## config.mk

```make
export PLATFORM = sky130hd
export DESIGN_NAME = config_readback
export DESIGN_NICKNAME = d
export VERILOG_FILES = /design/src/rtl/config_readback.sv
export SDC_FILE = /design/constraint.sdc
export NUM_CORES = 1
export LEC_CHECK = 0
export BUFFER_PORTS_ARGS = -buffer_cell sky130_fd_sc_hd__clkbuf_2
export CORE_UTILIZATION = 55
export CTS_CLUSTER_SIZE = 40
export DETAILED_ROUTE_END_ITERATION = 16
export HOLD_SLACK_MARGIN = 0.05
export PLACE_DENSITY = 0.71
export SLEW_MARGIN = 20
export SYNTH_ARGS = -nofsm -noshare
export SYNTH_HDL_FRONTEND = slang
export SYNTH_SLANG_ARGS = --single-unit
```

## constraint.sdc

```tcl
create_clock -name SCLK -period 3.3 [get_ports SCLK]
set_input_delay 0.33 -clock SCLK [delete_from_list [all_inputs] [get_ports SCLK]]
set_output_delay 0.33 -clock SCLK [all_outputs]
set_load 0.05 [all_outputs]
```

## src/rtl/config_readback.sv

```systemverilog
// Scan-chain readback: packs tail bits LSB-first into bytes, buffers them and strobes them to the UART.
// Optional READBACK_CHECKSUM_EN appends an XOR checksum byte after every FLUSH.
module config_readback #(
  parameter int unsigned FIFO_DEPTH = 16,
  parameter int unsigned AW         = 4
) (
  input  logic        SCLK,
  input  logic        RESET,
  input  logic        SHIFT_ENABLE,
  input  logic        SHIFT_TAIL,
  input  logic        FLUSH,
  input  logic        UART_READY,
  output logic        TX_VALID,
  output logic [7:0]  TX_DATA,
  output logic        BUSY,
  output logic        OVERFLOW,
  output logic [15:0] BYTES_SENT
);

  typedef enum logic [1:0] {StIdle, StStrobe, StHold} tx_state_e;

  logic [7:0]  sreg_q, sreg_d, shifted;
  logic [2:0]  bitcnt_q, bitcnt_d;
  logic [3:0]  cnt_eff;
  logic        wr_req, wr_ok, pop, full, empty;
  logic [7:0]  wr_data;
  logic [7:0]  mem [FIFO_DEPTH];
  logic [AW:0] wptr_q, rptr_q, count;
  tx_state_e   state_q, state_d;
  logic [7:0]  tx_data_q;
  logic        overflow_q;
  logic [15:0] sent_q;

`ifdef READBACK_CHECKSUM_EN
  logic [7:0] chk_q, chk_d;
  logic       chk_pend_q;
`endif

  // This cycle's bit is folded in before deciding between a full byte and a padded flush byte.
  always_comb begin
    shifted = sreg_q;
    cnt_eff = {1'b0, bitcnt_q};
    if (SHIFT_ENABLE) begin
      shifted = {SHIFT_TAIL, sreg_q[7:1]};
      cnt_eff = cnt_eff + 4'd1;
    end
    sreg_d   = shifted;
    bitcnt_d = cnt_eff[2:0];
    wr_req   = 1'b0;
    wr_data  = shifted;
    if (cnt_eff[3]) begin
      wr_req   = 1'b1;
      sreg_d   = 8'h00;
      bitcnt_d = 3'd0;
    end else if (FLUSH && cnt_eff != 4'd0) begin
      wr_req   = 1'b1;
      wr_data  = shifted >> (4'd8 - cnt_eff);
      sreg_d   = 8'h00;
      bitcnt_d = 3'd0;
`ifdef READBACK_CHECKSUM_EN
    end else if (chk_pend_q) begin
      // Bit counter is zero after a flush, so no data byte can compete for this slot.
      wr_req  = 1'b1;
      wr_data = chk_q;
`endif
    end
  end

`ifdef READBACK_CHECKSUM_EN
  always_comb begin
    chk_d = chk_q;
    if (chk_pend_q) chk_d = 8'h00;
    else if (wr_ok) chk_d = chk_q ^ wr_data;
  end
`endif

  assign count = wptr_q - rptr_q;
  assign full  = (count == (AW + 1)'(FIFO_DEPTH));
  assign empty = (count == '0);
  assign pop   = (state_q == StStrobe);
  assign wr_ok = wr_req && (!full || pop);

  always_comb begin
    state_d = state_q;
    unique case (state_q)
      StIdle:   if (!empty && UART_READY) state_d = StStrobe;
      StStrobe: state_d = StHold;
      StHold:   state_d = StIdle;
      default:  state_d = StIdle;
    endcase
  end

  // Head is latched into TX_DATA on entry to STROBE, so a write into the freed slot is safe.
  always_ff @(posedge SCLK) begin
    if (wr_ok) mem[wptr_q[AW-1:0]] <= wr_data;
  end

  always_ff @(posedge SCLK or posedge RESET) begin
    if (RESET) begin
      sreg_q     <= 8'h00;
      bitcnt_q   <= 3'd0;
      wptr_q     <= '0;
      rptr_q     <= '0;
      state_q    <= StIdle;
      tx_data_q  <= 8'h00;
      overflow_q <= 1'b0;
      sent_q     <= 16'h0000;
    end else begin
      sreg_q   <= sreg_d;
      bitcnt_q <= bitcnt_d;
      state_q  <= state_d;
      if (wr_ok) wptr_q <= wptr_q + 1'b1;
      if (pop) begin
        rptr_q <= rptr_q + 1'b1;
        sent_q <= sent_q + 16'd1;
      end
      if (wr_req && !wr_ok) overflow_q <= 1'b1;
      if (state_q == StIdle && state_d == StStrobe) tx_data_q <= mem[rptr_q[AW-1:0]];
    end
  end

`ifdef READBACK_CHECKSUM_EN
  always_ff @(posedge SCLK or posedge RESET) begin
    if (RESET) begin
      chk_q      <= 8'h00;
      chk_pend_q <= 1'b0;
    end else begin
      chk_q      <= chk_d;
      chk_pend_q <= FLUSH;
    end
  end
`endif

  assign TX_VALID   = (state_q == StStrobe);
  assign TX_DATA    = tx_data_q;
  assign OVERFLOW   = overflow_q;
  assign BYTES_SENT = sent_q;
`ifdef READBACK_CHECKSUM_EN
  assign BUSY = !empty || (bitcnt_q != 3'd0) || (state_q != StIdle) || chk_pend_q;
`else
  assign BUSY = !empty || (bitcnt_q != 3'd0) || (state_q != StIdle);
`endif

endmodule

```

# [Word level (Yosys, flattened, before mapping)]
# Memory sizes are Yosys's and may differ from the RTL's. A register that Yosys moved wholly into a read port is not among the register bits.
# Cells that the tools add are included.
[word_totals] inputBits=6 wordCells=48 memories=1 out_inout_bits=27 ram_bits=128 reg_bits=40
[mem_list] memory="mem" depth=16 width=8 rd=1 rd_ports_with_merged_regs=1 wr=1 line_no="27" source="logic [7:0] mem [FIFO_DEPTH];"
[classes] muxes=14 eq_ne=3 shifts=1 n_reduce_logical=16 addsub=6
[ops] operator="$mux 8" n=5
[ops] operator="$add 16x1->16 const B" n=1
[ops] operator="$add 5x1->5 const B" n=2
[ops] operator="$shr 8x4->8" n=1
[ops] operator="$mux 3" n=2
[ops] operator="$eq 5x5->1 const B" n=1
[ops] operator="$logic_and 1x1->1" n=5
[ops] operator="$logic_not 5->1" n=1
[ops] operator="$sub 5x5->5" n=1
[ops] operator="$add 3x1->4 const B" n=1
[ops] operator="$eq 2x1->1 const B" n=2
[ops] operator="$mux 1" n=4
[ops] operator="$mux 4" n=1
[ops] operator="$pmux 2 s2" n=1
[ops] operator="$reduce_bool 4->1" n=1
[ops] operator="$sub 4x4->4 const A" n=1
[ops] operator="$logic_not 1->1" n=3
[ops] operator="$logic_or 1x1->1" n=3
[ops] operator="$reduce_bool 3->1" n=1
[ops] operator="$logic_not 2->1" n=1
[ops] operator="$mux 2" n=1
[ops] operator="$reduce_bool 2->1" n=1

# [Logic depth before layout (Yosys ltp)]
# Gate-level depths: netlist of the first run.
[depth] depth_word=9 ltp_mapped=11 depth_no_buf=9

# [Worst setup path before layout of the first run]
# No wires, ideal clock.
[synth_timing] path_kind="flip-flop to flip-flop" startpoint="register rptr_q[1]" endpoint="memory mem[3][0] (enable)" n_path_buf=3 stages_incl_launch_ff=12 setup_ns=0.383 period_less_slack_ns=3.420 slack_ns=-0.120 arrival_time_ns=3.037 required_time_ns=2.917 path_cell_list="dfrtp_1 -> clkbuf_1 -> clkbuf_1 -> inv_1 -> ha_1 -> nor2b_1 -> o211a_1 -> or3_1 -> a31oi_1 -> buf_2 -> nand2_1 -> nor3_1"
[synth_via] elab_chain_len=7
[synth_lines] element="start: declaration" line_no="28" source="logic [AW:0] wptr_q, rptr_q, count;"
[synth_lines] element="start signal: assignment" line_no="114" source="rptr_q <= rptr_q + 1'b1;"
[synth_lines] element="$sub 5x5->5" line_no="77" source="assign count = wptr_q - rptr_q;"
[synth_lines] element="$eq 5x5->1" line_no="78" source="assign full = (count == (AW + 1)'(FIFO_DEPTH));"
[synth_lines] element="$logic_not 1->1" line_no="81" source="assign wr_ok = wr_req && (!full || pop);"
[synth_lines] element="$logic_or 1x1->1" line_no="81"
[synth_lines] element="$logic_and 1x1->1" line_no="81"
[synth_lines] element="$mux 1" line_no="95" source="if (wr_ok) mem[wptr_q[AW-1:0]] <= wr_data;"
[synth_lines] element="$mux 1 (not written as such)" line_no="95"
[synth_lines] element="end: declaration" line_no="27"
# No other way between the ends.

# [Worst setup path after layout of the first run]
[layout_timing] startpoint="register wptr_q[2]" endpoint="memory mem[3][3] (enable)"
[layout_via] elab_chain_len=7
[layout_lines] element="start: declaration" line_no="28"
[layout_lines] element="start signal: assignment" line_no="112" source="if (wr_ok) wptr_q <= wptr_q + 1'b1;"
[layout_lines] element="$sub 5x5->5" line_no="77"
[layout_lines] element="$eq 5x5->1" line_no="78"
[layout_lines] element="$logic_not 1->1" line_no="81"
[layout_lines] element="$logic_or 1x1->1" line_no="81"
[layout_lines] element="$logic_and 1x1->1" line_no="81"
[layout_lines] element="$mux 1" line_no="95"
[layout_lines] element="$mux 1 (not written as such)" line_no="95"
# Parallel ways exist; a longest one is shown, timed or not.

==> results.yml, run 1 <==
global_routing:
  met3_usage_pct: 4.933
  grtUsageMet1_pct: 34.14
  antenna_found_initial: 0
  grt_busiest_layer: "met2"
  grt_first_pass_wirelength_um: 24450
  grt_pass1_vias: 4102
  globalRouteTotalUtil_pct: 24.32
  met2_usage_pct: 37.94
  grt_overflow: 0
  grt_start_max_net_pins: 49
timing:
  min_period_ns: 3.019
  finalSetupTns_ns: 0
  final_max_slew_viol_count: 0
  relSlewSlack_pct: 41.79
  worst_slew_pin_slew_ns: 0.8722
  fmax_ghz: 0.3312
  rsz0062_at_grt: "false"
  hold_viol_final: 0
  period_share_pct: 91.49
  setup_viol: 0
  finalClockSkew_ns: 0.01028
synth:
  yosys-top-cells-area: "edfxtp_1, dfrtp_1, mux4_2"
  synth_ff_type: "edfxtp_1"
  synthTopCellsByCount: "edfxtp_1, dfrtp_1, mux4_2, nand2_1, nor2_1"
  yosysMostFrequentCell: "edfxtp_1"
  postSynthCellCount: 448
  yosysSeqAreaShare_pct: 66.79
  synth-async-reset-ratio_pct: 27.27
  syn_area_um2: 7553
  syn-num-nets: 467
  ys_ff_latch: 176
  netlist.area_leader.share_pct: 50.89
  syn_avg_cell_area_um2: 16.86
  synth_top_cell_by_area: "edfxtp_1"
  yosys_warnings: 0
  ys_types: 44
  synth_edf_count: 128
floorplan:
  rows: 42
  core_um2: 13300
  initial_core_util_pct: 56.81
  fp.dieW_um: 119.2
  die_h_um: 119.2
  ios: 33
  die-area_um2: 14210
clocking:
  cts_hold_buf: 0
  cts-resized-gates: 0
  postCtsSetupBuffers: 0
  cts_root_buf: "clkbuf_16"
  cts.sinks: 176
  clock_latency_ns: 0.43
  cts_tree: "yes"
  clockBufferDepth: 2
  clk_pin_slew_ns: 0.07
  cts_made_buffers: 17
  cts_htree_levels: 4
routing:
  routed_wl_um: 15700
  initialDrtViolationCount: 448
  wl_per_cell_um: 22.89
  dr.pass1.iters: 4
  drtAntennaViolNets: 0
  via_per_inst: 5.949
  vias: 4081
  drcViolationCount: 0
worst_hold_path:
  min_path_type: "input port to async pin"
setup_path:
  r2r_cells: 8
  critPathMaxStageDelay_ns: 0.48
  slowest_stage: "dfrtp_1"
  crit_chain: "ha_1 > and3b_1 > o21ai_0 > a2111oi_4 > a31oi_1 > buf_12 > nand2_1 > nor3_2"
  critPathRequiredTime_ns: 3.37
  crit_type: "register to register"
  crit_path_start_kind: "register"
  path_max_fanout: 20
  critPathCaptureType: "register"
  arrival_ns: 3.09
final_layout:
  fill_cells: 935
  instances_no_fill: 686
  num_antenna_cells: 0
  final_nets: 516
  drive_above_1_share_pct: 27.45
  syn2layout_area_growth_pct: 14.33
placed_design:
  dp.cells: 654
  place.gp.congestion: 0.8558
  io_buffer_count: 32
  dp_hpwl_um: 10010
pwr:
  vdd_ir_drop_max_mv: 0.5268
  p_leak_nw: 3.311
  powerDensity_nw_per_um2: 960.3
  total_power_mw: 8.293
status:
  outcome: "complete, no violations"
job:
  cap_violations: 0
final cells by class:
type | count | area, um^2 | area share [%]
Sequential cell | 176 | 5046 | 58.43
Inverter | 10 | 38.79 | 0.4491
Clock inverter | 13 | 209.0 | 2.420
Clock buffer | 19 | 432.9 | 5.013
Tap cell | 176 | 220.2 | 2.550
Multi-Input combinational cell | 243 | 2389 | 27.66
Timing Repair Buffer | 49 | 300.3 | 3.477
cell usage in the layout (no fill, tap or decap), types with 3 or more instances in the layout:
cell	count
edfxtp_1	128
dfrtp_1	47
mux4_2	40
clkbuf_2	32
nand2_1	25
nor2_1	20
xnor2_1	17
mux2i_1	17
and3_1	17
clkbuf_16	17
buf_4	16
ha_1	13
mux2_2	12
a21oi_1	11
xor2_1	10
nor2b_1	8
inv_1	8
o21ai_0	8
nand4_1	6
o22ai_1	6
bufinv_16	5
and4_1	4
a21o_1	3
nand3_1	3
final timing paths:
| kind | from | endpoint | slack [ns] |
|---|---|---|---|
| max | wptr_q[2]$_DFFE_PP0P_ | mem[3][3]$_DFFE_PP_ | 0.28 |
| min | RESET | TX_DATA[0]$_DFFE_PP0P_ | 0.04 |
| max reg2reg | wptr_q[2]$_DFFE_PP0P_ | mem[3][3]$_DFFE_PP_ | 0.28 |
| min reg2reg | BYTES_SENT[15]$_DFFE_PP0P_ | BYTES_SENT[15]$_DFFE_PP0P_ | 0.47 |
| max in group asynchronous | RESET | rptr_q[0]$_DFFE_PP0P_ | 2.70 |
| min in group SCLK | FLUSH | bitcnt_q[0]$_DFF_PP0_ | 0.15 |
per-layer routing:
layer,routed length [um],share of wire (%)
met3,832,5.3
met4,209,1.3
met2,7803,50
met1,6859,44
met5,0,0
flip-flops by register name, indices dropped and copies added (netlist names):
name	flops
sreg_q	8
OVERFLOW	1
bitcnt_q	3
mem	128
wptr_q	5
BYTES_SENT	16
rptr_q	5
TX_DATA	8
state_q	2
per-stage QoR:
step | cell area (um^2) | hold slack [ns] | utilization [%] | worst slack, ns
final | 8636 | 0.03528 | 64.95 | 0.2808
after global routing | 8636 | 0.1024 | 64.95 | 0.02086
after CTS | 8635 | 0.1375 | 64.94 | 0.2830
after detailed placement | 7993 | 0.4578 | 60.12 | 0.3014
after global placement | 7993 | 0.4561 | 60.12 | 0.4118
after floorplan | 7559 | 0.4166 | - | 0.1233
worst max-delay path: cells and delay by family (launching register included):
| kind | cells | cell delay (ns) |
|---|---|---|
| flops | 1 | 0.48 |
| buf+inv | 1 | 0.18 |
| simple gates | 3 | 0.79 |
| compound gates | 3 | 0.81 |
| fa+ha+maj | 1 | 0.40 |
power breakdown:
group | internal (mW) | total [mW] | switching [mW] | leakage (nW)
clock | 1.35 | 2.18 | 0.830 | 0.306
combinational | 1.26 | 3.05 | 1.78 | 1.20
sequential | 2.85 | 3.07 | 0.225 | 1.80
total | 5.45 | 8.29 | 2.84 | 3.31
cell families (layout without fill, tap and decap cells):
| kind of cell | count (synthesis) | in the layout | synth area share, % |
|---|---|---|---|
| buffers and inverters | 29 | 91 | 1.656 |
| multiplexers | 69 | 69 | 15.97 |
| AO/OA/AOI/OAI | 40 | 40 | 3.644 |
| flip-flops | 176 | 176 | 66.79 |
| adder cells (fa/ha/maj) | 13 | 13 | 2.153 |
| XOR/XNOR | 28 | 28 | 3.346 |
| AND/OR/NAND/NOR | 93 | 93 | 6.444 |
Note: power is estimated with default switching activity, not from simulation.
==> run 2: changes to the inputs <==
--- a/config.mk
+++ b/config.mk
@@ -7,6 +7,7 @@
 export LEC_CHECK = 0
 export BUFFER_PORTS_ARGS = -buffer_cell sky130_fd_sc_hd__clkbuf_2
 export CORE_UTILIZATION = 55
+export CTS_BUF_LIST = sky130_fd_sc_hd__clkbuf_16
 export CTS_CLUSTER_SIZE = 40
 export DETAILED_ROUTE_END_ITERATION = 16
 export HOLD_SLACK_MARGIN = 0.05
==> run 2 against run 1 <==
  * Maximum frequency rose by 0.38%
  * Clock power barely moved
  * Routed wire length shrank 0.29%
  * Register-to-register slack hardly changed
  * Global-route usage did not move
  * First-iteration DRC count rose by 9.8%
  * Clock skew decreased by 0.00094 ns
  * Critical endpoint unchanged
  * Worst setup slack better by 0.012 ns
  * Largest cell class unchanged
  * Critical path depth did not move
  * Combinational power barely moved
  * Final cell count did not move
  * Clock-buffer cell count is 2 lower
==> results.yml, run 2 (synthesis results as in run 1) <==
status:
  outcome: "complete, no violations"
setup_path:
  crit_path_start_kind: "register"
  path_max_fanout: 20
  critPathCaptureType: "register"
  r2r_slack_ns: 0.29
  critPathRequiredTime_ns: 3.37
  reg2reg_from: "wptr_q[2]$_DFFE_PP0P_"
  crit_type: "register to register"
  arrival_ns: 3.07
  r2r_cells: 8
  r2r-end: "mem[3][3]$_DFFE_PP_"
floorplan:
  ios: 33
  initial_core_util_pct: 56.81
  core_um2: 13300
  die_h_um: 119.2
  fp.dieW_um: 119.2
  rows: 42
  die-area_um2: 14210
final_layout:
  fill_cells: 935
  mostFrequentLayoutCells: "edfxtp_1, dfrtp_1, mux4_2"
  layout_commonest_cell: "edfxtp_1"
  num_antenna_cells: 0
  final_nets: 516
  syn2layout_area_growth_pct: 14.33
  largest_reg_flops: 128
  drive_above_1_share_pct: 27.45
  final_cell_area_um2: 8636
clocking:
  clockBufferDepth: 2
  clock_latency_ns: 0.43
  cts-resized-gates: 0
  cts_hold_buf: 0
  cts_root_buf: "clkbuf_16"
  cts_htree_levels: 4
  cts_made_buffers: 17
  postCtsSetupBuffers: 0
  cts_tree: "yes"
  clk_pin_slew_ns: 0.07
  cts.sinks: 176
timing:
  period_share_pct: 91.14
  fmax_ghz: 0.3325
  relSlewSlack_pct: 41.78
  worst_slew_pin_slew_ns: 0.8723
  final_max_slew_viol_count: 0
  finalSetupTns_ns: 0
  hold_viol_final: 0
  setup_viol: 0
  rsz0062_at_grt: "false"
  min_period_ns: 3.008
  setup_slack_ns: 0.2923
  finalClockSkew_ns: 0.009342
  hold_slack_ns: 0.03590
placed_design:
  post_dp_cell_area_um2: 7993
  io_buffer_count: 32
  pre_cts_ws_ns: 0.3014
  place.gp.congestion: 0.8558
  dp_hpwl_um: 10010
routing:
  wl_per_cell_um: 22.83
  routed_wl_um: 15660
  dr.pass1.iters: 4
  via_per_inst: 5.966
  vias: 4093
  initialDrtViolationCount: 492
  drtAntennaViolNets: 0
  drcViolationCount: 0
pwr:
  total_power_mw: 8.298
  p_leak_nw: 3.320
  powerDensity_nw_per_um2: 960.8
  vdd_ir_drop_max_mv: 0.5214
worst_hold_path:
  min_path_type: "input port to async pin"
global_routing:
  grt_first_pass_wirelength_um: 24450
  grt_start_max_net_pins: 49
  antenna_found_initial: 0
  grt_overflow: 0
  grt_pass1_vias: 4107
  globalRouteTotalUtil_pct: 24.32
job:
  cap_violations: 0
==> run 2: cell types whose count changed in the layout (fill, tap and decap cells not counted) <==
cell	before	now
clkbuf_1	2	0
inv_1	8	10
==> run 2: how the worst max path moves through the flow <==
stage,endpoint,startpoint,cells past startpoint
3_5_place_dp,mem[3][6]$_DFFE_PP_,wptr_q[2]$_DFFE_PP0P_,8
4_1_cts,mem[3][3]$_DFFE_PP_,wptr_q[2]$_DFFE_PP0P_,8
5_1_grt,mem[3][3]$_DFFE_PP_,wptr_q[2]$_DFFE_PP0P_,8
2_1_floorplan,mem[3][0]$_DFFE_PP_,rptr_q[1]$_DFFE_PP0P_,11
6_report,mem[3][3]$_DFFE_PP_,wptr_q[2]$_DFFE_PP0P_,8
3_3_place_gp,mem[3][1]$_DFFE_PP_,wptr_q[2]$_DFFE_PP0P_,8
==> run 2: metal layers <==
metal,global-route usage [%],vias to the layer above,part of all wire [%]
met1,34.14,2104,44
met4,9.098,0,1.5
met2,37.94,133,49
met3,4.933,18,5.4
li1,-,1838,-
met5,0,-,0
==> run 2: cell type report <==
cell class | count | area, um^2 | share of cell area, %
Clock buffer | 17 | 425.4 | 4.926
Multi-Input combinational cell | 243 | 2389 | 27.66
Sequential cell | 176 | 5046 | 58.43
Inverter | 10 | 38.79 | 0.4491
Clock inverter | 15 | 216.5 | 2.507
Timing Repair Buffer | 49 | 300.3 | 3.477
Tap cell | 176 | 220.2 | 2.550
==> run 2: critical path, cell delays in order, from the launching register on <==
cell	delay, ns
dfrtp_1	0.48
ha_1	0.39
and3b_1	0.21
o21ai_0	0.36
a2111oi_4	0.14
a31oi_1	0.30
buf_12	0.18
nand2_1	0.11
nor3_2	0.47
==> run 2: power breakdown <==
part	switching, mW	internal [mW]
Sequential	0.224	2.85
Combinational	1.79	1.26
Clock	0.832	1.34
Total	2.85	5.45
==> run 2: stage by stage <==
stage / instances / utilization, %
floorplan: 448 / -
detailed placement: 654 / 60.12
global placement: 654 / 60.12
finish: 686 / 64.95
CTS: 686 / 64.94
global route: 686 / 64.95
==> run 3: changes to the inputs <==
--- a/config.mk
+++ b/config.mk
@@ -6,12 +6,13 @@
 export NUM_CORES = 1
 export LEC_CHECK = 0
 export BUFFER_PORTS_ARGS = -buffer_cell sky130_fd_sc_hd__clkbuf_2
+export CORE_MARGIN = 3
 export CORE_UTILIZATION = 55
-export CTS_BUF_LIST = sky130_fd_sc_hd__clkbuf_16
+export CTS_BUF_LIST = sky130_fd_sc_hd__clkbuf_8
 export CTS_CLUSTER_SIZE = 40
 export DETAILED_ROUTE_END_ITERATION = 16
 export HOLD_SLACK_MARGIN = 0.05
-export PLACE_DENSITY = 0.71
+export PLACE_DENSITY = 0.68
 export SLEW_MARGIN = 20
 export SYNTH_ARGS = -nofsm -noshare
 export SYNTH_HDL_FRONTEND = slang
==> constraint.sdc (replaced) <==
create_clock -name SCLK -period 3.6 [get_ports SCLK]
set_input_delay 0.36 -clock SCLK [delete_from_list [all_inputs] [get_ports SCLK]]
set_output_delay 0.36 -clock SCLK [all_outputs]
set_load 0.05 [all_outputs]
==> run 3 against run 2 <==
  * Core utilization decreased by 2.3 points
  * Routed wire length decreased by 11%
  * Final cell count decreased by 0.44%
  * Critical path depth decreased by 2
  * Clock-buffer cell count increased by 3
  * Clock skew increased by 0.0024 ns
  * Register-to-register slack improved by 0.40 ns
  * Non-clock buffer count decreased by 3
  * Cell area decreased by 3.1%
  * Sequential power decreased by 9.1%
  * Highest routed layer unchanged
==> results.yml, run 3 (synthesis results as in run 1) <==
placed_design:
  place.gp.congestion: 0.8810
  dp_hpwl_um: 9205
  io_buffer_count: 32
timing:
  rsz0062_at_grt: "false"
  finalSetupTns_ns: 0
  worst_slew_pin_slew_ns: 0.8776
  finalClockSkew_ns: 0.01179
  setup_viol: 0
  min_period_ns: 3.042
  hold_viol_final: 0
  period_share_pct: 84.51
  relSlewSlack_pct: 41.49
  fmax_ghz: 0.3287
  final_max_slew_viol_count: 0
pwr:
  p_int_mw: 4.396
  powerDensity_nw_per_um2: 822.2
  swShare_pct: 36.08
  switchingPower_mw: 2.481
  p_leak_nw: 3.206
  seqPwrFrac_pct: 40.5
  vdd_ir_drop_max_mv: 0.4818
  power_frac_comb_pct: 40.0
  clock_power_share_pct: 19.5
final_layout:
  seqCellArea_um2: 5046
  fill_cells: 973
  drive_above_1_share_pct: 27.42
  syn2layout_area_growth_pct: 10.73
  largest_reg_flops: 128
  final_nets: 513
  num_antenna_cells: 0
  layout_commonest_cell: "edfxtp_1"
  final_core_util_pct: 62.66
  mostFrequentLayoutCells: "edfxtp_1, dfrtp_1, mux4_2"
  multiInputGateArea_um2: 2402
setup_path:
  crit_type: "register to output pin"
  arrival_ns: 2.68
  critPathCaptureType: "output pin"
  r2r-end: "mem[9][6]$_DFFE_PP_"
  cp-startpoint: "wptr_q[2]$_DFFE_PP0P_"
  reg2reg_from: "wptr_q[2]$_DFFE_PP0P_"
  r2r_cells: 7
  critPathRequiredTime_ns: 3.24
  path_max_fanout: 8
  crit_path_start_kind: "register"
  r2r_slack_ns: 0.69
global_routing:
  grt_first_pass_wirelength_um: 21810
  grt_overflow: 0
  globalRouteTotalUtil_pct: 19.87
  grt_pass1_vias: 3895
  grt_start_max_net_pins: 49
  antenna_found_initial: 0
routing:
  via_per_inst: 5.769
  initialDrtViolationCount: 352
  drtAntennaViolNets: 0
  dr.pass1.iters: 4
  wl_per_cell_um: 20.51
  drcViolationCount: 0
  vias: 3940
  routed_wl_um: 14010
floorplan:
  ios: 33
  core_um2: 13350
  rows: 42
  fp.dieW_um: 123.2
  initial_core_util_pct: 56.59
  die_h_um: 123.2
  die-area_um2: 15180
clocking:
  postCtsSetupBuffers: 0
  cts-resized-gates: 0
  cts_hold_buf: 0
  cts_made_buffers: 17
  cts_tree: "yes"
  cts_root_buf: "clkbuf_8"
  clock_latency_ns: 0.45
  clk_pin_slew_ns: 0.09
  cts_htree_levels: 4
  cts.sinks: 176
  clockBufferDepth: 2
worst_hold_path:
  min_path_type: "input port to async pin"
job:
  cap_violations: 0
status:
  outcome: "complete, no violations"
## run 3: cell types whose count changed in the layout (fill, tap and decap cells not counted), moves of 2 or more
| cell | delta |
|---|---|
| o221ai_2 | +2 |
| buf_4 | -2 |
| clkbuf_8 | +20 |
| clkbuf_16 | -17 |
| inv_4 | +2 |
| clkinvlp_4 | -2 |
| o221ai_1 | -2 |
| clkinv_2 | +2 |
| bufinv_16 | -3 |
## run 3: power by group through the flow
| stage | registers, mW | logic [mW] | clock network [mW] |
|---|---|---|---|
| after floorplan | 3.08 | 1.82 | 0 |
| after global placement | 2.82 | 2.71 | 0 |
| final | 2.79 | 2.75 | 1.34 |
| after detailed placement | 2.83 | 2.76 | 0 |
| after CTS | 2.79 | 2.78 | 1.37 |
| after global routing | 2.82 | 2.99 | 1.45 |
## run 3: final cells by class
class | instances | share of cell area (%)
flip-flops and latches | 176 | 60.33
well taps | 176 | 2.633
clock inverters | 12 | 1.391
repair buffers | 46 | 3.171
inverters | 10 | 0.4637
clock buffers | 20 | 3.291
multi-input cells | 243 | 28.72
## run 3: how the worst max path moves through the flow
| stage | end | cells past startpoint |
|---|---|---|
| finish | BUSY | 6 |
| global route | BUSY | 6 |
| CTS | mem[15][1]$_DFFE_PP_ | 8 |
| detailed placement | mem[10][1]$_DFFE_PP_ | 8 |
| global placement | mem[8][1]$_DFFE_PP_ | 9 |
| floorplan | mem[3][0]$_DFFE_PP_ | 11 |
## run 3: per-stage QoR
stage,total power [mW],cell area [um^2],std cells,hold WS (ns),worst slack [ns]
after floorplan,4.900,7553,448,0.4466,0.1801
after global placement,5.531,7953,651,0.4555,0.5985
after detailed placement,5.595,7953,651,0.4578,0.3276
after CTS,6.935,8344,683,0.1366,0.2900
after global routing,7.272,8364,683,0.08604,0.4167
final,6.877,8364,683,0.03700,0.5577
## run 3: routing by layer
| metal | vias up | GRT usage [%] | routed length [um] |
|---|---|---|---|
| li1 | 1832 | - | - |
| met5 | - | 0 | 0 |
| met1 | 1994 | 28.66 | 6208 |
| met2 | 96 | 30.21 | 6722 |
| met4 | 0 | 6.436 | 216 |
| met3 | 18 | 4.941 | 864 |
## run 3: critical path, stage by stage (launching register included)
cell and delay (ns):
dfrtp_1 0.49, ha_1 0.39, and3b_1 0.21, or3_4 0.39, a211oi_1 0.37, nand4_1 0.13, clkbuf_2 0.26
